**src/rtl/ir_tx.sv**
```systemverilog
// ir_tx -- NEC IR transmitter (unmodulated pulse-distance waveform).
//
// Accepts an address/command pair on a valid/ready handshake, builds the
// frame {~cmd, cmd, ~addr, addr} and sends it LSB first:
//   start burst, start space, per bit (burst + short/long space), stop burst,
//   then a mandatory low guard gap before the next frame can be accepted.
// Line level: 1 = burst, 0 = space, idle low.
//
// Ports:
//   i_clkDiv_tx_clk  tick clock (FREQ_MHz ticks per microsecond)
//   i_tx_rst_n       asynchronous active-low reset
//   i_tx_valid       send request, qualifies i_tx_addr / i_tx_cmd
//   o_tx_ready       high only when idle; transfer on valid && ready
//   i_tx_addr        address field
//   i_tx_cmd         command field
//   o_tx_dataOut     registered IR line
//   o_tx_busy        high whenever not idle
//   o_tx_done        one-cycle pulse on the edge that leaves the guard gap
module ir_tx #(
  parameter int DATA_WIDTH = 8,
  parameter int FREQ_MHz   = 1,
  parameter int GAP_DUR    = 40_000
) (
  input  logic                  i_clkDiv_tx_clk,
  input  logic                  i_tx_rst_n,
  input  logic                  i_tx_valid,
  output logic                  o_tx_ready,
  input  logic [DATA_WIDTH-1:0] i_tx_addr,
  input  logic [DATA_WIDTH-1:0] i_tx_cmd,
  output logic                  o_tx_dataOut,
  output logic                  o_tx_busy,
  output logic                  o_tx_done
);

  localparam int FW         = 4 * DATA_WIDTH;
  localparam int BW         = $clog2(FW + 1);
  localparam int START_PUL  = 9000 * FREQ_MHz;
  localparam int START_SPC  = 4500 * FREQ_MHz;
  localparam int BURST      = 562 * FREQ_MHz;
  localparam int LOW_SPC    = 562 * FREQ_MHz;
  localparam int HIGH_SPC   = 1687 * FREQ_MHz;
  localparam int GAP        = GAP_DUR * FREQ_MHz;
  localparam int MAXT       = (START_PUL > GAP) ? START_PUL : GAP;
  localparam int CW         = $clog2(MAXT) + 1;

  // Terminal counts (N-1) for each segment.
  localparam logic [CW-1:0] L_START_PUL = CW'(START_PUL - 1);
  localparam logic [CW-1:0] L_START_SPC = CW'(START_SPC - 1);
  localparam logic [CW-1:0] L_BURST     = CW'(BURST - 1);
  localparam logic [CW-1:0] L_LOW_SPC   = CW'(LOW_SPC - 1);
  localparam logic [CW-1:0] L_HIGH_SPC  = CW'(HIGH_SPC - 1);
  localparam logic [CW-1:0] L_GAP       = CW'(GAP - 1);

  typedef enum logic [2:0] {
    IDLE        = 3'd0,
    START_PULSE = 3'd1,
    START_SPACE = 3'd2,
    BIT_PULSE   = 3'd3,
    BIT_SPACE   = 3'd4,
    STOP_PULSE  = 3'd5,
    GAP_S       = 3'd6
  } state_e;

  state_e          state_q, state_d;
  logic [CW-1:0]   cnt_q, cnt_d;
  logic [BW-1:0]   bit_q, bit_d;
  logic [FW-1:0]   frame_q, frame_d;
  logic            out_q, out_d;
  logic            done_q, done_d;
  logic [CW-1:0]   seg_last;
  logic            seg_end;

  // Terminal count of the segment currently being timed. In BIT_SPACE the
  // length depends on the bit at the bottom of the shift register.
  always_comb begin
    seg_last = '0;
    case (state_q)
      START_PULSE: seg_last = L_START_PUL;
      START_SPACE: seg_last = L_START_SPC;
      BIT_PULSE:   seg_last = L_BURST;
      BIT_SPACE:   seg_last = frame_q[0] ? L_HIGH_SPC : L_LOW_SPC;
      STOP_PULSE:  seg_last = L_BURST;
      GAP_S:       seg_last = L_GAP;
      default:     seg_last = '0;
    endcase
  end

  assign seg_end = (cnt_q == seg_last);

  always_comb begin
    state_d = state_q;
    cnt_d   = cnt_q + CW'(1);
    bit_d   = bit_q;
    frame_d = frame_q;
    done_d  = 1'b0;
    case (state_q)
      IDLE: begin
        cnt_d = '0;
        if (i_tx_valid) begin
          state_d = START_PULSE;
          frame_d = {~i_tx_cmd, i_tx_cmd, ~i_tx_addr, i_tx_addr};
          bit_d   = '0;
        end
      end
      START_PULSE: if (seg_end) begin
        cnt_d   = '0;
        state_d = START_SPACE;
      end
      START_SPACE: if (seg_end) begin
        cnt_d   = '0;
        state_d = BIT_PULSE;
      end
      BIT_PULSE: if (seg_end) begin
        cnt_d   = '0;
        state_d = BIT_SPACE;
      end
      BIT_SPACE: if (seg_end) begin
        cnt_d   = '0;
        bit_d   = bit_q + BW'(1);
        frame_d = {1'b0, frame_q[FW-1:1]};
        state_d = (bit_q == BW'(FW - 1)) ? STOP_PULSE : BIT_PULSE;
      end
      STOP_PULSE: if (seg_end) begin
        cnt_d   = '0;
        state_d = GAP_S;
      end
      GAP_S: if (seg_end) begin
        cnt_d   = '0;
        done_d  = 1'b1;
        state_d = IDLE;
      end
      default: begin
        cnt_d   = '0;
        state_d = IDLE;
      end
    endcase
  end

  // Line is registered from the next state so it lines up with the state
  // register: high from the cycle right after the accept edge.
  assign out_d = (state_d == START_PULSE) || (state_d == BIT_PULSE) ||
                 (state_d == STOP_PULSE);

  always_ff @(posedge i_clkDiv_tx_clk or negedge i_tx_rst_n) begin
    if (!i_tx_rst_n) begin
      state_q <= IDLE;
      cnt_q   <= '0;
      bit_q   <= '0;
      frame_q <= '0;
      out_q   <= 1'b0;
      done_q  <= 1'b0;
    end else begin
      state_q <= state_d;
      cnt_q   <= cnt_d;
      bit_q   <= bit_d;
      frame_q <= frame_d;
      out_q   <= out_d;
      done_q  <= done_d;
    end
  end

  assign o_tx_ready   = (state_q == IDLE);
  assign o_tx_busy    = (state_q != IDLE);
  assign o_tx_dataOut = out_q;
  assign o_tx_done    = done_q;

endmodule
```
**config.mk**
```make
export PLATFORM = sky130hd
export DESIGN_NAME = ir_tx
export DESIGN_NICKNAME = d
export VERILOG_FILES = /design/src/rtl/ir_tx.sv
export SDC_FILE = /design/constraint.sdc
export NUM_CORES = 1
export LEC_CHECK = 0
export ABC_CLOCK_PERIOD_IN_PS = 5700
export CAP_MARGIN = 30
export CORE_UTILIZATION = 64
export DETAILED_ROUTE_END_ITERATION = 10
export GPL_TIMING_DRIVEN = 1
export PLACE_DENSITY = 0.85
export SYNTH_ARGS = -nofsm -noshare
export SYNTH_HDL_FRONTEND = slang
export SYNTH_SLANG_ARGS = --single-unit
```
**constraint.sdc**
```tcl
create_clock -name i_clkDiv_tx_clk -period 5.7 [get_ports i_clkDiv_tx_clk]
set_clock_uncertainty 0.15 [all_clocks]
set_input_delay 1.14 -clock i_clkDiv_tx_clk [delete_from_list [all_inputs] [get_ports i_clkDiv_tx_clk]]
set_output_delay 1.14 -clock i_clkDiv_tx_clk [all_outputs]
set_load 0.01 [all_outputs]
```
# Word-level counts from Yosys, hierarchy flattened
# Index checks and enable logic that the tools add are counted.
[word_totals]
ram_bits = 0
in_bits = 19
reg_bits = 60
mem_count = 0
out_inout_bits = 4
latch_bits = 0
romBits = 0
[classes]
mux = 21
shift = 0
addsub = 2
order_cmp = 0
n_eq_ne = 13
bitwise_logic = 2
mul = 0
div = 0
n_reduce_logical = 8
[ops]
columns = ["cell", "n"]
rows = [
  ["$pmux 16 s5", 1],
  ["$mux 32", 2],
  ["$pmux 32 s2", 1],
  ["$mux 17", 2],
  ["$mux 3", 8],
  ["$pmux 3 s7", 1],
  ["$add 17x1->17 const B", 1],
  ["$eq 17x17->1", 1],
  ["$not 8->8", 2],
  ["$eq 3x3->1 const B", 4],
  ["$mux 6", 2],
  ["$pmux 6 s2", 1],
  ["$mux 11", 1],
  ["$eq 3x2->1 const B", 3],
  ["$add 6x1->6 const B", 1],
  ["$eq 3x1->1 const B", 2],
  ["$eq 6x5->1 const B", 1],
  ["$reduce_or 6->1", 1],
  ["$ne 2x2->1 const B", 2],
  ["$logic_not 3->1", 1],
  ["$reduce_and 3->1", 1],
  ["$reduce_bool 3->1", 1],
  ["$logic_or 1x1->1", 2],
  ["$mux 1", 2],
  ["2 further kinds", 2],
]

# Logic depth before layout (Yosys ltp)
[logic_depth]
word_depth = 9
mapped_depth = 11
depth_no_buf = 7

# Worst setup path before layout
# No wires, ideal clock.
[synth_timing]
path_type = "flip-flop to output port"
from = "reg state_q[2]"
to = "out o_tx_ready"
stages_incl_launch_ff = 4
arrival_time_ns = 0.965
slack_ns = 3.445
cell_sequence = "dfrtp_1 > nor2_2 > nand2_1 > inv_1"
[synth_between]
elab_chain_len = 1
[synth_rtl]
columns = ["item", "line_no", "source"]
rows = [
  ["start: declaration", "64", "state_e state_q, state_d;"],
  ["start signal: assignment", "153", "state_q <= state_d;"],
  ["$logic_not 3->1", "162", "assign o_tx_ready = (state_q == IDLE);"],
  ["end: declaration", "27", "output logic o_tx_ready,"],
]
# Every way passes these cells.

# Final worst setup path
[layout_timing]
from = "reg state_q[1]"
to = "reg out_q (netlist: o_tx_dataOut)"
[layout_between]
elab_chain_len = 9
elab_cells_between_ends = 23
[layout_rtl]
columns = ["item", "line_no", "source"]
rows = [
  ["$eq 3x3->1 or $eq 3x2->1 (tied branches)", "77, 96", ""],
  ["$reduce_or 2->1 (no source line)", "--", ""],
  ["$pmux 16 s5", "77", "case (state_q)"],
  ["$eq 17x17->1", "88", "assign seg_end = (cnt_q == seg_last);"],
  ["$mux 3, or another cell as far along", "127", "GAP_S: if (seg_end) begin"],
  ["$pmux 3 s7 *", "96", "case (state_q)"],
  ["$eq 3x1->1 or $eq 3x2->1 (tied branches)", "141", "assign out_d = (state_d == START_PULSE) || (state_d == BIT_PULSE) ||"],
  ["$logic_or 1x1->1", "141", ""],
  ["$logic_or 1x1->1 *", "141", ""],
  ["named net out_d", "68", "logic out_q, out_d;"],
  ["end signal: assignment", "157", "out_q <= out_d;"],
  ["end: declaration", "68", ""],
]
# Mark *: on every way through the listed nets, which the timed path passes. The rest lies on a longest branch.
# A chain may end at the register's enable or synchronous reset.

==> summary.md <==
| Metric | Value |
|---|---|
| Outcome | `completed` |
| Register area share after synthesis | `42.3%` |
| DP Worst Slack | `around 2200 ps` |
| Fin crit period | `3620 ps` |
| Synth Instances | `384` |
| Startpoint Class | `flip-flop` |
| Combinational share of power | `between 10% and 20%` |
| Maxcap violations | `0` |
| Flop pwr share | `48.7%` |
| Synth top area share | `a little over two fifths` |
| Main flop type after synthesis | `dfrtp_1` |
| Top-Level Pins | `23` |
| Remaining antenna violation count | `0` |
| Placed instance count | `~450` |
| Slew Limit Fails | `0` |
| Die Ht | `between 70 and 80 um` |
| TritonRoute pass-1 iters | `6` |
| Family with the most delay on the worst path | `simple AND/OR/NAND/NOR gates` |
| Post-DP HPWL | `4790 um` |
| WL final | `7640 um` |
| Die area | `between 5000 and 6000 um^2` |
| Largest net degree at the start of global routing | `just over 60` |
| Ranking of synthesized cells by area | `dfrtp_1 42%, nor2_1 6.4%, nor4_1 5.6%, a211oi_1 5.1%, nor3_1 3.0%` |
| CTS tree | `built` |
| Clock Path Buffers | `2` |
| Flops & latches, synth | `60` |
| Clk pwr share | `around 38%` |
| Tot Pwr | `about 1.1 mW` |
| CTS buffer count | `9` |
| Setup Buffers After CTS | `0` |
| Layout cells sized above 1 | `approximately a tenth` |
| Yosys Warn Count | `0` |
| CTS sink cnt | `60` |
| Total GRT Usage | `between 20% and 30%` |
| Yosys top cell by area | `dfrtp_1` |
| Mapped Avg Cell Area | `slightly above 9 um^2` |
| Post-synth EDFFs | `0` |
| Commonest cells post-synth | `60 x dfrtp_1, 60 x nor2_1, 32 x nor4_1, 24 x a211oi_1, 21 x nor3_1` |
| Worst path slowest cell | `nor3_4` |
| Setup CP Type | `flip-flop to flip-flop` |
| Number of global-route vias before repair | `~2800` |
| Syn Std Cell Area | `around 3500 um^2` |
| Sequential cell area | `about 1500 um^2` |
| Initial Util | `~68%` |
| Drt drc | `0` |
| Final worst slack | `about 2100 ps` |
| Sw Share | `around 27%` |
| Post-route insts no fill | `462` |
| Critical path buffer and inverter count | `0` |
| GRT overflow | `0` |
| Critical path cell sequence | `nand2_1, xor2_1, o22ai_1, nand3_2, nor3_4, a211oi_1` |
| Setup TNS | `0 ps` |
| Post-synthesis net count | `just over 400` |
| P_sw | `302 uW` |
| Drt initial violations | `307` |
| Fin nets | `between 400 and 500` |
| Leakage | `1.52 nW` |
| Fillers | `363` |
| Initial antenna violation count | `0` |
| Num rows | `26` |
| First-pass GRT wire length | `13600 um` |
| Ys async rst share | `100%` |
| Synth unique cells | `58` |
| Pwr dens | `288 nW/um^2` |
| Clock Latency Late Sink | `340 ps` |
| # hold bufs at CTS | `0` |
| Max stage delay on crit path | `roughly 880 ps` |
| Die X | `approximately 76 um` |
| Vias | `2972` |
| Worst Setup End Kind | `flip-flop` |
| Hold crit path type | `flip-flop to flip-flop` |
| H-tree depth | `3` |
| RePlAce Congestion | `0.845` |
| Critical-path maximum fanout | `40` |
| Period utilization | `between 60% and 70%` |
| Worst-path clk slew | `around 70 ps` |
| Via density | `~6.4` |
| Fmax | `0.277 GHz` |
| Worst EP arrival | `approximately 3600 ps` |
| Final Hold Violating Endpoints | `0` |
| Area of the multi-input gates | `roughly 1800 um^2` |
| RSZ-0062 raised after global routing | `no` |
| Critical Path RT | `about 5700 ps` |
| Diode count | `0` |
| Core box area | `5200 um^2` |
| Max_slew headroom | `a little under two fifths` |
| Cts repair resizes | `0` |
| Synth-to-Final Area Change | `10.1%` |
| Root Driver | `clkbuf_8` |
| Setup-failing EPs final | `0` |
| Least-Margin Pin Slew | `929 ps` |
| Peak supply drop | `between 0.0002 and 0.0003 V` |
| P_int | `around 820 uW` |
| Port bufs | `22` |
| Wirelength per Cell | `16.5 um` |
[power by group through the flow]
stage	clock network [mW]	registers (mW)	logic, mW
4_1_cts	0.431	0.545	0.155
2_1_floorplan	0	0.527	0.124
5_1_grt	0.447	0.556	0.176
3_5_place_dp	0	0.552	0.153
6_report	0.423	0.546	0.154
3_3_place_gp	0	0.550	0.147
[through the flow]
step / cell area [um^2] / hold slack [ps] / utilization [%]
5_1_grt: 3900 / 422 / 75.0
3_5_place_dp: 3690 / 351 / 70.8
2_1_floorplan: 3550 / 330 / -
6_report: 3900 / 380 / 75.0
4_1_cts: 3900 / 376 / 75.0
3_3_place_gp: 3690 / 355 / 70.8
[flip-flops by register name (all words and copies together) (netlist names)]
signal and count:
bit_q 6, cnt_q 17, frame_q 32, o_tx_dataOut 1, o_tx_done 1, state_q 3
[cells by family after synthesis]
group | Yosys count | synth area share, %
adders and majority gates | 2 | 0.706
muxes | 7 | 1.98
and+or+nand+nor | 195 | 29.9
DFF | 60 | 42.3
xor gates and xnor gates | 19 | 4.69
AOI/OAI and AO/OA | 61 | 14.3
buffers and inverters | 40 | 6.07
[worst paths after layout]
kind,cells after the start,from,to,slack (ps)
setup / recovery,6,state_q[1],o_tx_dataOut,2080
min in group asynchronous,2,i_tx_rst_n,bit_q[0],810
max in group asynchronous,2,i_tx_rst_n,frame_q[4],4110
hold / removal,1,frame_q[31],frame_q[31],380
setup reg to reg,6,state_q[1],o_tx_dataOut,2080
hold reg to reg,1,frame_q[31],frame_q[31],380
[metal layers]
metal | up-vias | GRT usage, % | wire length, um
li1 | 1430 | - | -
met1 | 1443 | 41.7 | 3590
met2 | 88 | 43.2 | 3630
met3 | 11 | 5.51 | 312
met4 | 0 | 12.1 | 111
met5 | - | 0 | 0
[layout make-up]
class,count,area share [%]
repair buffers,26,6.28
well taps,70,2.24
multi-input cells,284,46.9
clock inverters,4,1.86
inverters,6,0.577
flip-flops and latches,60,38.5
clock buffers,12,3.72
[cell usage in the layout (no fill, tap or decap), types with 8 or more instances in the layout]
cell type | synthesis | routed
clkdlybuf4s50_1 | 0 | 21
nor2_1 | 60 | 60
a211oi_1 | 24 | 24
dfrtp_1 | 60 | 60
xor2_1 | 11 | 11
xnor2_1 | 8 | 8
nand2_1 | 18 | 18
nand3_1 | 8 | 8
and3_1 | 8 | 8
nor3_1 | 21 | 21
clkbuf_8 | 0 | 10
nor4_1 | 32 | 32
(Power assumes the default switching activity.)
